### src/rtl/minmax_pkg.sv
// Shared constants and state encoding for the signed min/max tracker.
// Latency: n/a (declarations only). Backpressure: n/a.
// Optional feature macro used by the tracker: MINMAX_TIE_COUNT_EN.
package minmax_pkg;

    localparam int W = 4;

    typedef enum logic [1:0] {
        IDLE  = 2'd0,
        FIRST = 2'd1,
        RUN   = 2'd2,
        DONE  = 2'd3
    } state_t;

    localparam logic signed [W-1:0] SMAX = 4'sd7;
    localparam logic signed [W-1:0] SMIN = -4'sd8;

endpackage

### src/rtl/signed_cmp4.sv
// 4-bit two's-complement comparator built on a ripple-carry a + ~b + 1.
// Latency: combinational. Backpressure: none.
module signed_cmp4 (
    input  logic [3:0] a,
    input  logic [3:0] b,
    output logic       x_gt_y,
    output logic       x_lt_y,
    output logic       x_eq_y
);

    logic [4:0] carry;
    logic [3:0] diff;
    logic       ovf;

    always_comb begin
        carry    = 5'b0;
        diff     = 4'b0;
        carry[0] = 1'b1;
        for (int i = 0; i < 4; i++) begin
            diff[i]      = a[i] ^ ~b[i] ^ carry[i];
            carry[i + 1] = (a[i] & ~b[i]) | (a[i] & carry[i]) | (~b[i] & carry[i]);
        end
        // Raw sign is wrong when the subtraction overflows (e.g. 7 - (-8)).
        ovf    = carry[4] ^ carry[3];
        x_lt_y = diff[3] ^ ovf;
        x_eq_y = ~|diff;
        x_gt_y = ~x_lt_y & ~x_eq_y;
    end

endmodule

### src/rtl/signed_minmax_tracker.sv
// Tracks running signed max/min and first-occurrence indices over a FRAME_LEN sample frame.
// Latency: result valid the cycle after the last accepted sample. Backpressure: result held until out_ready;
// input stalls pause the frame. MINMAX_TIE_COUNT_EN adds a max_ties output.
module signed_minmax_tracker
    import minmax_pkg::*;
#(
    parameter int W         = 4,
    parameter int FRAME_LEN = 8,
    parameter int CNT_W     = $clog2(FRAME_LEN + 1)
) (
    input  logic             clk,
    input  logic             rst,
    input  logic             start,
    input  logic             in_valid,
    output logic             in_ready,
    input  logic [W-1:0]     in_data,
    output logic             out_valid,
    input  logic             out_ready,
    output logic [W-1:0]     max_val,
    output logic [W-1:0]     min_val,
    output logic [CNT_W-1:0] max_idx,
    output logic [CNT_W-1:0] min_idx,
`ifdef MINMAX_TIE_COUNT_EN
    output logic [CNT_W-1:0] max_ties,
`endif
    output logic             busy
);

    localparam logic [CNT_W-1:0] LAST_IDX = CNT_W'(FRAME_LEN - 1);

    state_t           state_q, state_d;
    logic             in_ready_q, in_ready_d;
    logic             out_valid_q, out_valid_d;
    logic             busy_q, busy_d;
    logic [W-1:0]     max_val_q, max_val_d;
    logic [W-1:0]     min_val_q, min_val_d;
    logic [CNT_W-1:0] max_idx_q, max_idx_d;
    logic [CNT_W-1:0] min_idx_q, min_idx_d;
    logic [CNT_W-1:0] cnt_q, cnt_d;
`ifdef MINMAX_TIE_COUNT_EN
    logic [CNT_W-1:0] ties_q, ties_d;
`endif

    logic accept;
    logic gt_max, lt_max, eq_max;
    logic gt_min, lt_min, eq_min;
    logic cmp_unused;

    signed_cmp4 u_cmp_max (
        .a      (in_data),
        .b      (max_val_q),
        .x_gt_y (gt_max),
        .x_lt_y (lt_max),
        .x_eq_y (eq_max)
    );

    signed_cmp4 u_cmp_min (
        .a      (in_data),
        .b      (min_val_q),
        .x_gt_y (gt_min),
        .x_lt_y (lt_min),
        .x_eq_y (eq_min)
    );

`ifdef MINMAX_TIE_COUNT_EN
    assign cmp_unused = lt_max | gt_min | eq_min;
`else
    assign cmp_unused = lt_max | eq_max | gt_min | eq_min;
`endif

    assign accept = in_valid & in_ready_q;

    always_comb begin
        state_d   = state_q;
        max_val_d = max_val_q;
        min_val_d = min_val_q;
        max_idx_d = max_idx_q;
        min_idx_d = min_idx_q;
        cnt_d     = cnt_q;
`ifdef MINMAX_TIE_COUNT_EN
        ties_d    = ties_q;
`endif
        case (state_q)
            IDLE: begin
                if (start) state_d = FIRST;
            end
            FIRST: begin
                if (accept) begin
                    max_val_d = in_data;
                    min_val_d = in_data;
                    max_idx_d = '0;
                    min_idx_d = '0;
                    cnt_d     = CNT_W'(1);
`ifdef MINMAX_TIE_COUNT_EN
                    ties_d    = CNT_W'(1);
`endif
                    state_d   = (FRAME_LEN == 1) ? DONE : RUN;
                end
            end
            RUN: begin
                if (accept) begin
                    // Strict compares only: a tie keeps the earliest index.
                    if (gt_max) begin
                        max_val_d = in_data;
                        max_idx_d = cnt_q;
                    end
                    if (lt_min) begin
                        min_val_d = in_data;
                        min_idx_d = cnt_q;
                    end
`ifdef MINMAX_TIE_COUNT_EN
                    if (gt_max)      ties_d = CNT_W'(1);
                    else if (eq_max) ties_d = ties_q + CNT_W'(1);
`endif
                    cnt_d = cnt_q + CNT_W'(1);
                    if (cnt_q == LAST_IDX) state_d = DONE;
                end
            end
            DONE: begin
                if (out_ready) state_d = IDLE;
            end
            default: state_d = IDLE;
        endcase

        // Handshake flags are registered from the next state.
        in_ready_d  = (state_d == FIRST) || (state_d == RUN);
        out_valid_d = (state_d == DONE);
        busy_d      = (state_d != IDLE);
    end

    always_ff @(posedge clk or posedge rst) begin
        if (rst) begin
            state_q     <= IDLE;
            in_ready_q  <= 1'b0;
            out_valid_q <= 1'b0;
            busy_q      <= 1'b0;
            max_val_q   <= '0;
            min_val_q   <= '0;
            max_idx_q   <= '0;
            min_idx_q   <= '0;
            cnt_q       <= '0;
`ifdef MINMAX_TIE_COUNT_EN
            ties_q      <= '0;
`endif
        end else begin
            state_q     <= state_d;
            in_ready_q  <= in_ready_d;
            out_valid_q <= out_valid_d;
            busy_q      <= busy_d;
            max_val_q   <= max_val_d;
            min_val_q   <= min_val_d;
            max_idx_q   <= max_idx_d;
            min_idx_q   <= min_idx_d;
            cnt_q       <= cnt_d;
`ifdef MINMAX_TIE_COUNT_EN
            ties_q      <= ties_d;
`endif
        end
    end

    assign in_ready  = in_ready_q;
    assign out_valid = out_valid_q;
    assign busy      = busy_q;
    assign max_val   = max_val_q;
    assign min_val   = min_val_q;
    assign max_idx   = max_idx_q;
    assign min_idx   = min_idx_q;
`ifdef MINMAX_TIE_COUNT_EN
    assign max_ties  = ties_q;
`endif

endmodule
### config.mk
export PLATFORM = sky130hd
export DESIGN_NAME = signed_minmax_tracker
export DESIGN_NICKNAME = d
export VERILOG_FILES = /design/src/rtl/minmax_pkg.sv /design/src/rtl/signed_cmp4.sv /design/src/rtl/signed_minmax_tracker.sv
export SDC_FILE = /design/constraint.sdc
export NUM_CORES = 1
export LEC_CHECK = 0
export CAP_MARGIN = 20
export CORE_MARGIN = 2
export CORE_UTILIZATION = 55
export DETAILED_ROUTE_END_ITERATION = 8
export PLACE_DENSITY = 0.83
export REMOVE_ABC_BUFFERS = 1
export SETUP_SLACK_MARGIN = 0.1
export SYNTH_ARGS = -nofsm -noshare
export SYNTH_HDL_FRONTEND = slang
export SYNTH_SLANG_ARGS = --single-unit
### constraint.sdc
create_clock -name clk -period 4 [get_ports clk]
set_input_delay 0.4 -clock clk [delete_from_list [all_inputs] [get_ports clk]]
set_output_delay 0.4 -clock clk [all_outputs]
set_load 0.005 [all_outputs]
# Yosys cells after proc, flatten, opt, wreduce, memory -nomap -nowiden
# Cells that the tools add are included.
[totals]
word_cells = 113
regBits = 25
out_inout_bits = 19
in_bits = 9
[classes]
reduce_logical = 8
mux = 23
n_eq_ne = 11
bitwise = 61
add_sub_neg = 1
[ops]
columns = ["operator", "count"]
rows = [
  ["two-way mux 4 bit", 12],
  ["one-hot mux 4 bit (2 select lines)", 5],
  ["AND 1 bit", 22],
  ["OR 1 bit", 16],
  ["bitwise XOR 1 bit", 13],
  ["two-way mux 2 bit", 5],
  ["inverter 1 bit", 10],
  ["equality test 2 bit (second input constant)", 4],
  ["inequality test 2 bit (second input constant)", 4],
  ["one-hot mux 2 bit (4 select lines)", 1],
  ["AND reduction 4 bit", 2],
  ["adder 4 x 1 -> 4 bit (second input constant)", 1],
  ["equality test 2 x 1 -> 1 bit (second input constant)", 2],
  ["equality test 4 x 3 -> 1 bit (second input constant)", 1],
  ["nonzero test 2 bit", 2],
  ["OR reduction 4 bit", 1],
  ["AND reduction 3 bit", 1],
  ["logical NOT 2 bit", 1],
  ["logical OR 1 bit", 1],
]

# Longest topological paths before layout
[depth]
word_depth = 20
ltp_mapped = 9
ltp_nobuf = 8

# By module
# Synthesis repeated with hierarchy kept, for this count alone.
[hier_totals]
cells_unflattened = 142
area_unflattened_um2 = 1600.3
[by_module_without_submodules]
columns = ["module", "cells_per_inst", "seq_area_each_um2", "area_per_inst_um2", "n_inst"]
rows = [
  ["signed_minmax_tracker", 106, 625.6, 1302.5, 1],
  ["signed_cmp4", 18, 0.0, 148.9, 2],
]

# Worst setup path after synthesis
# Ideal clock, no wire load.
[synth_path]
path_kind = "input port to flip-flop"
from = "in in_data[0]"
to = "reg max_val_q[0], in the netlist max_val[0]"
setup_time_ns = 0.087
cell_stages = 9
path_buffers = 1
setup_slack_ns = 1.542
t_arrival_ns = 2.371
path_cell_list = "inv_1 > ha_1 > fa_1 > fa_1 > nand3_1 > o2111a_1 > buf_6 > o21a_4 > o211ai_1"
[synth_via]
elab_chain_len = 18
word_cells_on_any_way = 31
classes_between = "eq/ne: 1; mux: 4; bitwise: 24; reduce/logical: 2"
[synth_lines]
columns = ["item", "line", "rtl"]
rows = [
  ["from (decl)", "signed_minmax_tracker.sv:16", "input logic [W-1:0] in_data,"],
  ["AND 1 bit", "signed_cmp4.sv:21", "carry[i + 1] = (a[i] & ~b[i]) | (a[i] & carry[i]) | (~b[i] & carry[i]);"],
  ["OR 1 bit (2 in series)", "signed_cmp4.sv:21", ""],
  ["AND 1 bit", "signed_cmp4.sv:21", ""],
  ["OR 1 bit (2 in series)", "signed_cmp4.sv:21", ""],
  ["AND 1 bit", "signed_cmp4.sv:21", ""],
  ["OR 1 bit (2 in series)", "signed_cmp4.sv:21", ""],
  ["AND 1 bit", "signed_cmp4.sv:21", ""],
  ["OR 1 bit (2 in series)", "signed_cmp4.sv:21", ""],
  ["bitwise XOR 1 bit", "signed_cmp4.sv:24", "ovf = carry[4] ^ carry[3];"],
  ["bitwise XOR 1 bit", "signed_cmp4.sv:25", "x_lt_y = diff[3] ^ ovf;"],
  ["inverter 1 bit", "signed_cmp4.sv:27", "x_gt_y = ~x_lt_y & ~x_eq_y;"],
  ["AND 1 bit", "signed_cmp4.sv:27", ""],
  ["inequality test 2 bit (no line)", "--", ""],
  ["AND reduction 4 bit (no line)", "--", ""],
  ["to (signal assigned)", "signed_minmax_tracker.sv:150", "max_val_q <= max_val_d;"],
  ["to (decl)", "signed_minmax_tracker.sv:35", "logic [W-1:0] max_val_q, max_val_d;"],
]
# Several ways; a longest one is shown, not always the timed one. The select of a mux whose other input is x is not followed.
# A chain may end at the register's enable or synchronous reset.

# Worst setup path after layout
[layout_path]
from = "in in_data[0]"
to = "reg max_idx_q[3], in the netlist max_idx[3]"
[layout_via]
elab_chain_len = 18
word_cells_on_any_way = 27
classes_between = "eq/ne: 1; bitwise: 24; reduce/logical: 2"
[layout_lines]
columns = ["item", "line", "rtl"]
rows = [
  ["AND 1 bit", "signed_cmp4.sv:21", ""],
  ["OR 1 bit (2 in series)", "signed_cmp4.sv:21", ""],
  ["AND 1 bit", "signed_cmp4.sv:21", ""],
  ["OR 1 bit (2 in series)", "signed_cmp4.sv:21", ""],
  ["AND 1 bit", "signed_cmp4.sv:21", ""],
  ["OR 1 bit (2 in series)", "signed_cmp4.sv:21", ""],
  ["AND 1 bit", "signed_cmp4.sv:21", ""],
  ["OR 1 bit (2 in series)", "signed_cmp4.sv:21", ""],
  ["bitwise XOR 1 bit", "signed_cmp4.sv:24", ""],
  ["bitwise XOR 1 bit", "signed_cmp4.sv:25", ""],
  ["inverter 1 bit", "signed_cmp4.sv:27", ""],
  ["AND 1 bit *", "signed_cmp4.sv:27", ""],
  ["inequality test 2 bit (no line) *", "--", ""],
  ["AND reduction 4 bit (no line) *", "--", ""],
  ["to (signal assigned)", "signed_minmax_tracker.sv:152", "max_idx_q <= max_idx_d;"],
  ["to (decl)", "signed_minmax_tracker.sv:37", "logic [CNT_W-1:0] max_idx_q, max_idx_d;"],
]
# Every way passes the cells marked *; elsewhere a longest branch is shown, timed or not.

==> results_dict.tcl <==
set metrics [dict create \
    viasPerCell 5.745 \
    arrival_ns 3.12 \
    worst_pin_slew_ns 0.9235 \
    grt_max_degree 26 \
    fillers 196 \
    cts_setup_buffers 0 \
    critPathLaunch "in_data[0]" \
    dieArea_mm2 0.003007 \
    core_area_mm2 0.002455 \
    max-cap-violations 0 \
    vias 1103 \
    finClkSkew_ns 0.003208 \
    rsz0062_at_grt "no" \
    syn_inst 136 \
    outcome "complete, no violations" \
    hold_class "reg2reg" \
    ant_nets 0 \
    drc 0 \
    yosys-top-cells-area "dfrtp_1 (44%), o211ai_1 (6.3%), nand2_1 (4.8%)" \
    required_ns 4.22 \
    cts.repair.resized 0 \
    io_pins 28 \
    die_h_um 54.84 \
    yosys.area_share.simple_pct 15.05 \
    ys_seq_area_share_pct 44.01 \
    drtIter0Drc 10 \
    antenna_found_initial 0 \
    die_w_um 54.84 \
    max_freq_mhz 345.2 \
    insertion_delay_ns 0.31 \
    finalWeightedCongestion 0.8341 \
    start_util_pct 57.90 \
    peakVddDrop_mv 0.4669 \
    critPathLaunchType "primary input" \
    reg2reg_from "max_val[0]" \
    synth_compound_area_share_pct 19.45 \
    first_pass_iters 5 \
    synth.area.mux_share_pct 6.162 \
    crit_path_end "max_idx[3]" \
    min_period_ns 2.897 \
    rr_worst_depth 7 \
    synth_seq_cells 25 \
    p_leak_uw 0.0007508 \
    syn2layout_area_growth_pct 21.39 \
    dpl.hpwl_um 2105 \
    drv_slew 0 \
    setup_viol 0 \
    rrSetupSlack_ns 1.39 \
    synth_top_family_by_area "compound AO/OA/AOI/OAI gates" \
    synth-xor-area-share_pct 0 \
    cp_max_fo 9 \
    slew_headroom_pct 38.36 \
    first_global_vias 959 \
    cts.hold.buffers_added 0 \
    ys_types 38 \
    htree_levels 1 \
    worst_setup_path_end_kind "register" \
    wl_um 2767 \
    finalNonFillerCells 192 \
    port-buffer-count 27 \
    layout.nets 180 \
    grt_pass1_wl_um 4305 \
    crit_type "in2reg" \
    reg2reg_to "max_idx[3]" \
    ctsRootBufferMaster "clkbuf_4" \
    fin_tns_setup_ns 0 \
    finalCritPeriodShare_pct 72.42 \
    numCtsBuffers 3 \
    rows 18 \
    synth_edf_count 0 \
    synthFlopType "dfrtp_1" \
    synth_top_area_cell "dfrtp_1" \
    power.density_mw_per_mm2 653.0 \
    grt-ovfl-total 0 \
    grt.total_usage_pct 20.59 \
    yosysWarnings 0 \
    hold_viol 0 \
    clkSlewWorstSetupHoldPaths_ns 0.13 \
    cts_tree "yes" \
    syn_area_per_cell_um2 10.45 \
    avgRoutedWirePerCell_um 14.41 \
    netlist.area_leader.share_pct 44.01 \
    drive_gt1_share_pct 8.025 \
    diodes 0 \
    placed_cells 188 \
    synthesis.area_mm2 0.001421 \
    cts_num_sinks 25 \
    ys_async_sr_fraction_pct 100.0 \
    synth_fa_ha_area_share_pct 10.04 \
    clock_path_buffers 2 \
]
==> kinds of logic after synthesis <==
group / count (synthesis)
AND/OR/NAND/NOR: 39
flip-flops: 25
AO/OA/AOI/OAI: 37
buffers and inverters: 17
adder cells (fa/ha/maj): 10
multiplexers: 8
==> Yosys cell counts, drive strengths merged (2+ instances only) <==
master and count:
nand3 3, fa 3, maj3 2, mux2 6, o21a 3, nand2 19
nor2b 3, clkbuf 3, dfrtp 25, mux2i 2, ha 5, o21ai 8
inv 12, and2 4, buf 2, a21oi 6, o211ai 12
==> worst max-delay path, cell delays in order <==
cell and delay [ns]:
clkdlybuf4s50_1 0.53, inv_1 0.08, ha_1 0.21, fa_1 0.39, fa_1 0.49, nand3_1 0.14, o2111a_1 0.39, o21a_4 0.29
o21ai_0 0.20
==> per-layer routing <==
| layer | wire [um] | vias to the layer above | track usage (%) |
|---|---|---|---|
| met1 | 1279 | 542 | 27.27 |
| met3 | 87 | 2 | 2.459 |
| met4 | 12 | 0 | 7.500 |
| li1 | - | 536 | - |
| met5 | 0 | - | 0 |
| met2 | 1388 | 23 | 34.52 |
==> how the worst min path moves through the flow <==
stage            endpoint  depth (start not counted)  startpoint
4_1_cts        min_idx[1]                          1  min_idx[1]
3_3_place_gp   min_idx[2]                          1  min_idx[2]
3_5_place_dp   min_idx[1]                          1  min_idx[1]
2_1_floorplan        busy                          1         rst
6_report       min_idx[1]                          1  min_idx[1]
5_1_grt        min_idx[0]                          1  min_idx[0]
==> cell usage in the layout, fill, tap and decap left out, types with 2 or more instances in the layout <==
| cell | instances |
|---|---|
| mux2_2 | 6 |
| a21oi_1 | 6 |
| and2_1 | 4 |
| maj3_1 | 2 |
| ha_1 | 5 |
| mux2i_1 | 2 |
| o211ai_1 | 12 |
| nand3_1 | 3 |
| nor2b_1 | 3 |
| inv_1 | 12 |
| dfrtp_1 | 25 |
| clkbuf_4 | 3 |
| o21a_1 | 2 |
| o21ai_0 | 8 |
| fa_1 | 3 |
| clkdlybuf4s50_1 | 27 |
| nand2_1 | 18 |
==> cell type report <==
cell class              instances  area [um2]  share of cell area (%)
multi-input cells              94       720.7                   41.77
flip-flops and latches         25       625.6                   36.26
repair buffers                 27       270.3                   15.66
inverters                      12       45.04                   2.611
well taps                      30       37.54                   2.175
clock buffers                   4       26.28                   1.523
==> sequential cells by signal (all words and copies together), names as in the netlist <==
signal     count
max_idx        4
state_q        2
max_val        4
min_idx        4
cnt_q          4
min_val        4
busy           1
in_ready       1
out_valid      1
==> power by group <==
part	internal [uW]	leakage, uW	switching [uW]	total, uW
Clock	38.9	0.0000150	70.0	109
Combinational	304	0.000419	254	558
Sequential	352	0.000317	108	460
Total	695	0.000751	432	1130
==> per-stage QoR <==
step / hold WS (ns) / utilization (%) / area [um2] / setup WS (ns) / total power [uW]
after floorplan: 0.4273 / - / 1391 / 1.551 / 781.3
after global placement: 0.4902 / 69.22 / 1699 / 0.9200 / 1002
after detailed placement: 0.4953 / 69.22 / 1699 / 0.7772 / 1027
after CTS: 0.5244 / 70.29 / 1725 / 1.103 / 1134
after global routing: 0.5523 / 70.29 / 1725 / 1.042 / 1228
final: 0.5199 / 70.29 / 1725 / 1.103 / 1127
Power figures use the tool's default switching activity.
